## config.mk

```make
export PLATFORM = sky130hd
export DESIGN_NAME = mc_controller
export DESIGN_NICKNAME = d
export VERILOG_FILES = /design/src/rtl/mips_pkg.sv /design/src/rtl/aludec.sv /design/src/rtl/mc_controller.sv
export SDC_FILE = /design/constraint.sdc
export NUM_CORES = 1
export LEC_CHECK = 0
export CELL_PAD_IN_SITES_DETAIL_PLACEMENT = 1
export CELL_PAD_IN_SITES_GLOBAL_PLACEMENT = 1
export CORE_UTILIZATION = 27
export DETAILED_ROUTE_END_ITERATION = 8
export HOLD_SLACK_MARGIN = 0.15
export PLACE_DENSITY = 0.91
export REMOVE_ABC_BUFFERS = 1
export SYNTH_ARGS = -nofsm -noshare
export SYNTH_HDL_FRONTEND = slang
export SYNTH_HIERARCHICAL = 1
export SYNTH_SLANG_ARGS = --single-unit
```

## constraint.sdc

```tcl
create_clock -name clk -period 4.1 [get_ports clk]
set_clock_uncertainty 0.1 [all_clocks]
set_input_delay 0.41 -clock clk [delete_from_list [all_inputs] [get_ports clk]]
set_output_delay 0.41 -clock clk [all_outputs]
set_load 0.02 [all_outputs]
```

## src/rtl/mips_pkg.sv

```systemverilog
// Shared constants and types for the multicycle MIPS control path.
// The optional BNEEX state is compiled in only when MC_CTRL_BNE_EN is defined.
package mips_pkg;

    localparam logic [5:0] OP_RTYPE = 6'b000000;
    localparam logic [5:0] OP_LW    = 6'b100011;
    localparam logic [5:0] OP_SW    = 6'b101011;
    localparam logic [5:0] OP_BEQ   = 6'b000100;
    localparam logic [5:0] OP_BNE   = 6'b000101;
    localparam logic [5:0] OP_ADDI  = 6'b001000;
    localparam logic [5:0] OP_J     = 6'b000010;

    localparam logic [5:0] FUNCT_ADD = 6'b100000;
    localparam logic [5:0] FUNCT_SUB = 6'b100010;
    localparam logic [5:0] FUNCT_AND = 6'b100100;
    localparam logic [5:0] FUNCT_OR  = 6'b100101;
    localparam logic [5:0] FUNCT_SLT = 6'b101010;

    localparam logic [2:0] ALUCTL_ADD = 3'b010;
    localparam logic [2:0] ALUCTL_SUB = 3'b110;
    localparam logic [2:0] ALUCTL_AND = 3'b000;
    localparam logic [2:0] ALUCTL_OR  = 3'b001;
    localparam logic [2:0] ALUCTL_SLT = 3'b111;

    // ADD is the all-zero code so states that leave aluop alone compute an add.
    typedef enum logic [1:0] {
        ALUOP_ADD   = 2'b00,
        ALUOP_SUB   = 2'b01,
        ALUOP_FUNCT = 2'b10
    } aluop_t;

    typedef enum logic [3:0] {
        S_FETCH,
        S_DECODE,
        S_MEMADR,
        S_MEMRD,
        S_MEMWB,
        S_MEMWR,
        S_RTYPEEX,
        S_RTYPEWB,
        S_BEQEX,
        S_ADDIEX,
        S_ADDIWB,
`ifdef MC_CTRL_BNE_EN
        S_BNEEX,
`endif
        S_JEX
    } state_t;

endpackage

```

## src/rtl/aludec.sv

```systemverilog
// ALU decoder: maps the FSM's aluop and the instruction funct field to alucontrol.
module aludec
    import mips_pkg::*;
(
    input  aluop_t      i_aluop,
    input  logic [5:0]  i_funct,
    output logic [2:0]  o_alucontrol
);

    always_comb begin
        o_alucontrol = ALUCTL_ADD;
        case (i_aluop)
            ALUOP_SUB: o_alucontrol = ALUCTL_SUB;
            ALUOP_FUNCT: begin
                case (i_funct)
                    FUNCT_ADD: o_alucontrol = ALUCTL_ADD;
                    FUNCT_SUB: o_alucontrol = ALUCTL_SUB;
                    FUNCT_AND: o_alucontrol = ALUCTL_AND;
                    FUNCT_OR:  o_alucontrol = ALUCTL_OR;
                    FUNCT_SLT: o_alucontrol = ALUCTL_SLT;
                    default:   o_alucontrol = ALUCTL_ADD;
                endcase
            end
            default: o_alucontrol = ALUCTL_ADD;
        endcase
    end

endmodule

```

## src/rtl/mc_controller.sv

```systemverilog
// Multicycle MIPS Moore control FSM with ALU decode; pcen is the only Mealy term.
// Define MC_CTRL_BNE_EN to add the BNEEX state for op 000101.
module mc_controller
    import mips_pkg::*;
(
    input  logic        clk,
    input  logic        reset,
    input  logic [5:0]  op,
    input  logic [5:0]  funct,
    input  logic        zero,
    output logic        iord,
    output logic        memwrite,
    output logic        irwrite,
    output logic        regdst,
    output logic        memtoreg,
    output logic        regwrite,
    output logic        alusrca,
    output logic [1:0]  alusrcb,
    output logic [1:0]  pcsrc,
    output logic        pcen,
    output logic [2:0]  alucontrol
);

    state_t r_state;
    state_t w_next_state;
    aluop_t w_aluop;
    logic   w_pcwrite;
    logic   w_branch;
    logic   w_bne_branch;

    always_ff @(posedge clk or posedge reset) begin
        if (reset) begin
            r_state <= S_FETCH;
        end else begin
            r_state <= w_next_state;
        end
    end

    always_comb begin
        w_next_state = S_FETCH;
        case (r_state)
            S_FETCH: w_next_state = S_DECODE;
            S_DECODE: begin
                case (op)
                    OP_LW, OP_SW: w_next_state = S_MEMADR;
                    OP_RTYPE:     w_next_state = S_RTYPEEX;
                    OP_BEQ:       w_next_state = S_BEQEX;
                    OP_ADDI:      w_next_state = S_ADDIEX;
                    OP_J:         w_next_state = S_JEX;
`ifdef MC_CTRL_BNE_EN
                    OP_BNE:       w_next_state = S_BNEEX;
`endif
                    default:      w_next_state = S_FETCH;
                endcase
            end
            S_MEMADR:  w_next_state = (op == OP_SW) ? S_MEMWR : S_MEMRD;
            S_MEMRD:   w_next_state = S_MEMWB;
            S_RTYPEEX: w_next_state = S_RTYPEWB;
            S_ADDIEX:  w_next_state = S_ADDIWB;
            default:   w_next_state = S_FETCH;
        endcase
    end

    always_comb begin
        iord         = 1'b0;
        memwrite     = 1'b0;
        irwrite      = 1'b0;
        regdst       = 1'b0;
        memtoreg     = 1'b0;
        regwrite     = 1'b0;
        alusrca      = 1'b0;
        alusrcb      = 2'b00;
        pcsrc        = 2'b00;
        w_pcwrite    = 1'b0;
        w_branch     = 1'b0;
        w_bne_branch = 1'b0;
        w_aluop      = ALUOP_ADD;
        case (r_state)
            S_FETCH: begin
                alusrcb   = 2'b01;
                irwrite   = 1'b1;
                w_pcwrite = 1'b1;
            end
            S_DECODE: alusrcb = 2'b11;
            S_MEMADR, S_ADDIEX: begin
                alusrca = 1'b1;
                alusrcb = 2'b10;
            end
            S_MEMRD: iord = 1'b1;
            S_MEMWR: begin
                iord     = 1'b1;
                memwrite = 1'b1;
            end
            S_MEMWB: begin
                memtoreg = 1'b1;
                regwrite = 1'b1;
            end
            S_RTYPEEX: begin
                alusrca = 1'b1;
                w_aluop = ALUOP_FUNCT;
            end
            S_RTYPEWB: begin
                regdst   = 1'b1;
                regwrite = 1'b1;
            end
            S_ADDIWB: regwrite = 1'b1;
            S_BEQEX: begin
                alusrca  = 1'b1;
                pcsrc    = 2'b01;
                w_branch = 1'b1;
                w_aluop  = ALUOP_SUB;
            end
`ifdef MC_CTRL_BNE_EN
            S_BNEEX: begin
                alusrca      = 1'b1;
                pcsrc        = 2'b01;
                w_bne_branch = 1'b1;
                w_aluop      = ALUOP_SUB;
            end
`endif
            S_JEX: begin
                pcsrc     = 2'b10;
                w_pcwrite = 1'b1;
            end
            default: ;
        endcase
    end

    assign pcen = w_pcwrite | (w_branch & zero) | (w_bne_branch & ~zero);

    aludec u_aludec (
        .i_aluop      (w_aluop),
        .i_funct      (funct),
        .o_alucontrol (alucontrol)
    );

endmodule

```

==> results.md <==
- Initial antenna violation count: 0
- Outcome: completed
- Tot GR Track Use: 19.2%
- Final Non-Filler Cells: 130
- Final hold violations: 0
- Leakage: 0.000309 uW
- Max-cap viol count: 0
- Reg-to-Reg Start: r_state[0]
- N_diodes: 0
- Site Rows: 16
- Drt first pass iters: 4
- Largest Register: r_state
- Final Max Slew Viols: 0
- Most used cell along the critical path: inv_1
- Hold buffers post-CTS: 0
- WP depth: 8
- Hold Crit Class: input pin to asynchronous set/reset pin
- Period utilisation layout: 78.9%
- Final setup vio count: 0
- Post-CTS sizing: 0
- Fill cell count: 248
- CP endpoint kind: output pin
- Total power: 422 uW
- GPL Wtd Cong: 0.794
- Pre-CTS WS: 1120 ps
- TritonCTS clock tree: yes
- Clock Sinks: 4
- Die W: 47.4 um
- Post-CTS Setup Bufs: 0
- TritonCTS Buffers: 3
- Clk root buf: clkbuf_4
- Htree depth: 1
- Initial drt markers: 6
- DRC: 0
- Vias: 687
- Min Tclk post-route: 3230 ps
- Buffers on Ports: 29
- Initial Utilization: 28.7%
- Routed wire per std cell: 14.1 um
- Share of post-route cells with drive strength above 1: 5.83%
- Crit path launch: r_state[2]
- Dpl hpwl: 1500 um
- PD cells: 489 nW/um2
- Dpl cells: 127
- R2R depth: 3
- CP Cell Sequence: inv_1, nand2_1, nor3_1, inv_1, ha_1, nand4bb_1, o22ai_1, clkdlybuf4s50_1
- VDD IR max: 0.000280 V
- Slew @ Worst Pin: 500 ps
- Warning count from the yosys run: 6
- Clk_lat worst skew: 240 ps
- Worst relative slew slack: 66.6%
- Clock transition at path regs: 40 ps
- Clock Tree Buf Depth: 2
- Cells after Synth: 77
- #FFs+latches synth: 4
- Mean Syn Cell Area: 7.23 um2
- RSZ-0062 raised after global routing: no
- Worst Path Arrival: 2720 ps
- Max Fclk: 309 MHz
- WL final: 1840 um
- Critical Path End: alucontrol[2]
- Multi-input gate area in the final layout: 393 um2
- Final WS setup: 865 ps
- Nets: 122
- Register area share after synthesis: 18.0%
- Routed Antenna Nets: 0
- Largest net degree at the start of global routing: 17
- Worst path bufs/invs: 3
- CP max FO: 11
- Num ports: 30
- Reg2reg end: r_state[1]
- Post-Syn Area: 557 um2
- Largest regs: r_state (4)
- CP peak stage delay: 630 ps
- Seq. cell area: 100 um2
- Largest register FFs: 4
- Gr ovfl total: 0
- Vias in the first global route: 673
- Startpoint types: flip-flop
- Crit Path Class: flip-flop to output pin
- Die area: 2250 um2
- Area Growth Syn to Fin: 54.8%
- Die Height: 47.4 um
- Setup TNS: 0 ps
- Crit-path leading delay family: buffers and inverters
- Slowest cell on crit path: clkdlybuf4s50_1
- Synth unique cells: 32
- First-pass GRT wire length: 2860 um
- Critical Path RT: 3590 ps
- Total core area: 1940 um2
- R2R setup slack: 2600 ps
- Vias per inst: 5.28
-- synth_stat cells, drive strengths merged --
library cell,count,area share (%)
nand2,8,5.4
nor2,8,5.4
nor3,7,6.3
inv,6,4.0
buf,5,6.7
dfrtp,4,18
o21ai,4,3.6
a21oi,3,2.7
nand2b,3,4.7
nand4bb,3,7.0
o22ai,3,3.4
and3,2,2.2
ha,2,4.5
nand3,2,1.8
nor4,2,3.4
o211ai,2,2.7
xor2,2,3.1
a311oi,1,1.6
a31oi,1,1.1
and4,1,1.6
clkbuf,1,0.67
nor3b,1,1.3
nor4b,1,1.6
o2111ai,1,1.6
o31ai,1,1.3
or3,1,1.1
or3b,1,1.6
xnor2,1,1.6
-- cells in the final DEF (no fill, tap or decap), types with 3 or more instances in the layout --
cell and count:
dfrtp_1 4, a21oi_1 3, nand2_1 8, clkbuf_4 3, nor3_1 7, clkdlybuf4s50_1 29
nor2_1 8, o21ai_0 4, o22ai_1 3, inv_1 6
-- layer usage --
| layer | share of wire, % | vias up | track usage (%) |
|---|---|---|---|
| li1 | - | 330 | - |
| met1 | 35 | 332 | 17.6 |
| met2 | 59 | 21 | 38.6 |
| met3 | 3.7 | 4 | 1.51 |
| met4 | 2.3 | 0 | 13.7 |
| met5 | 0 | - | 0 |
-- kinds of logic after synthesis --
kind of cell,Yosys count,share of synthesized area [%]
AND/OR/NAND/NOR,40,43.4
XOR/XNOR,3,4.72
AO/OA/AOI/OAI,16,18.0
flip-flops,4,18.0
adder cells (fa/ha/maj),2,4.49
buffers and inverters,12,11.5
-- area by class of cell --
class | count | share of cell area [%]
multi-input cells | 61 | 45.6
inverters | 6 | 2.61
well taps | 27 | 3.92
clock buffers | 3 | 2.61
flip-flops and latches | 4 | 11.6
repair buffers | 29 | 33.7
-- metrics by stage --
step                      cell area [um2]  hold WS [ps]  utilization, %
after detailed placement              840           514            43.2
after CTS                             862           252            44.4
after floorplan                       515          76.1               -
after global routing                  862           282            44.4
after global placement                840           512            43.2
final                                 862           251            44.4
-- worst min path at each step --
| stage | endpoint | depth (start not counted) | slack [ps] | startpoint |
|---|---|---|---|---|
| finish | r_state[1] | 2 | 250 | reset |
| floorplan | r_state[0] | 1 | 80 | reset |
| detailed placement | r_state[3] | 2 | 510 | reset |
| global placement | r_state[3] | 2 | 510 | reset |
| CTS | r_state[1] | 2 | 250 | reset |
| global route | r_state[1] | 2 | 280 | reset |
-- report_power, final --
group          total [uW]  internal (uW)  switching [uW]  leakage, uW
registers            97.2           51.2            46.0    0.0000530
clock network        51.3           32.9            18.4    0.0000138
logic                 273            136             137     0.000242
(Power assumes the default switching activity.)
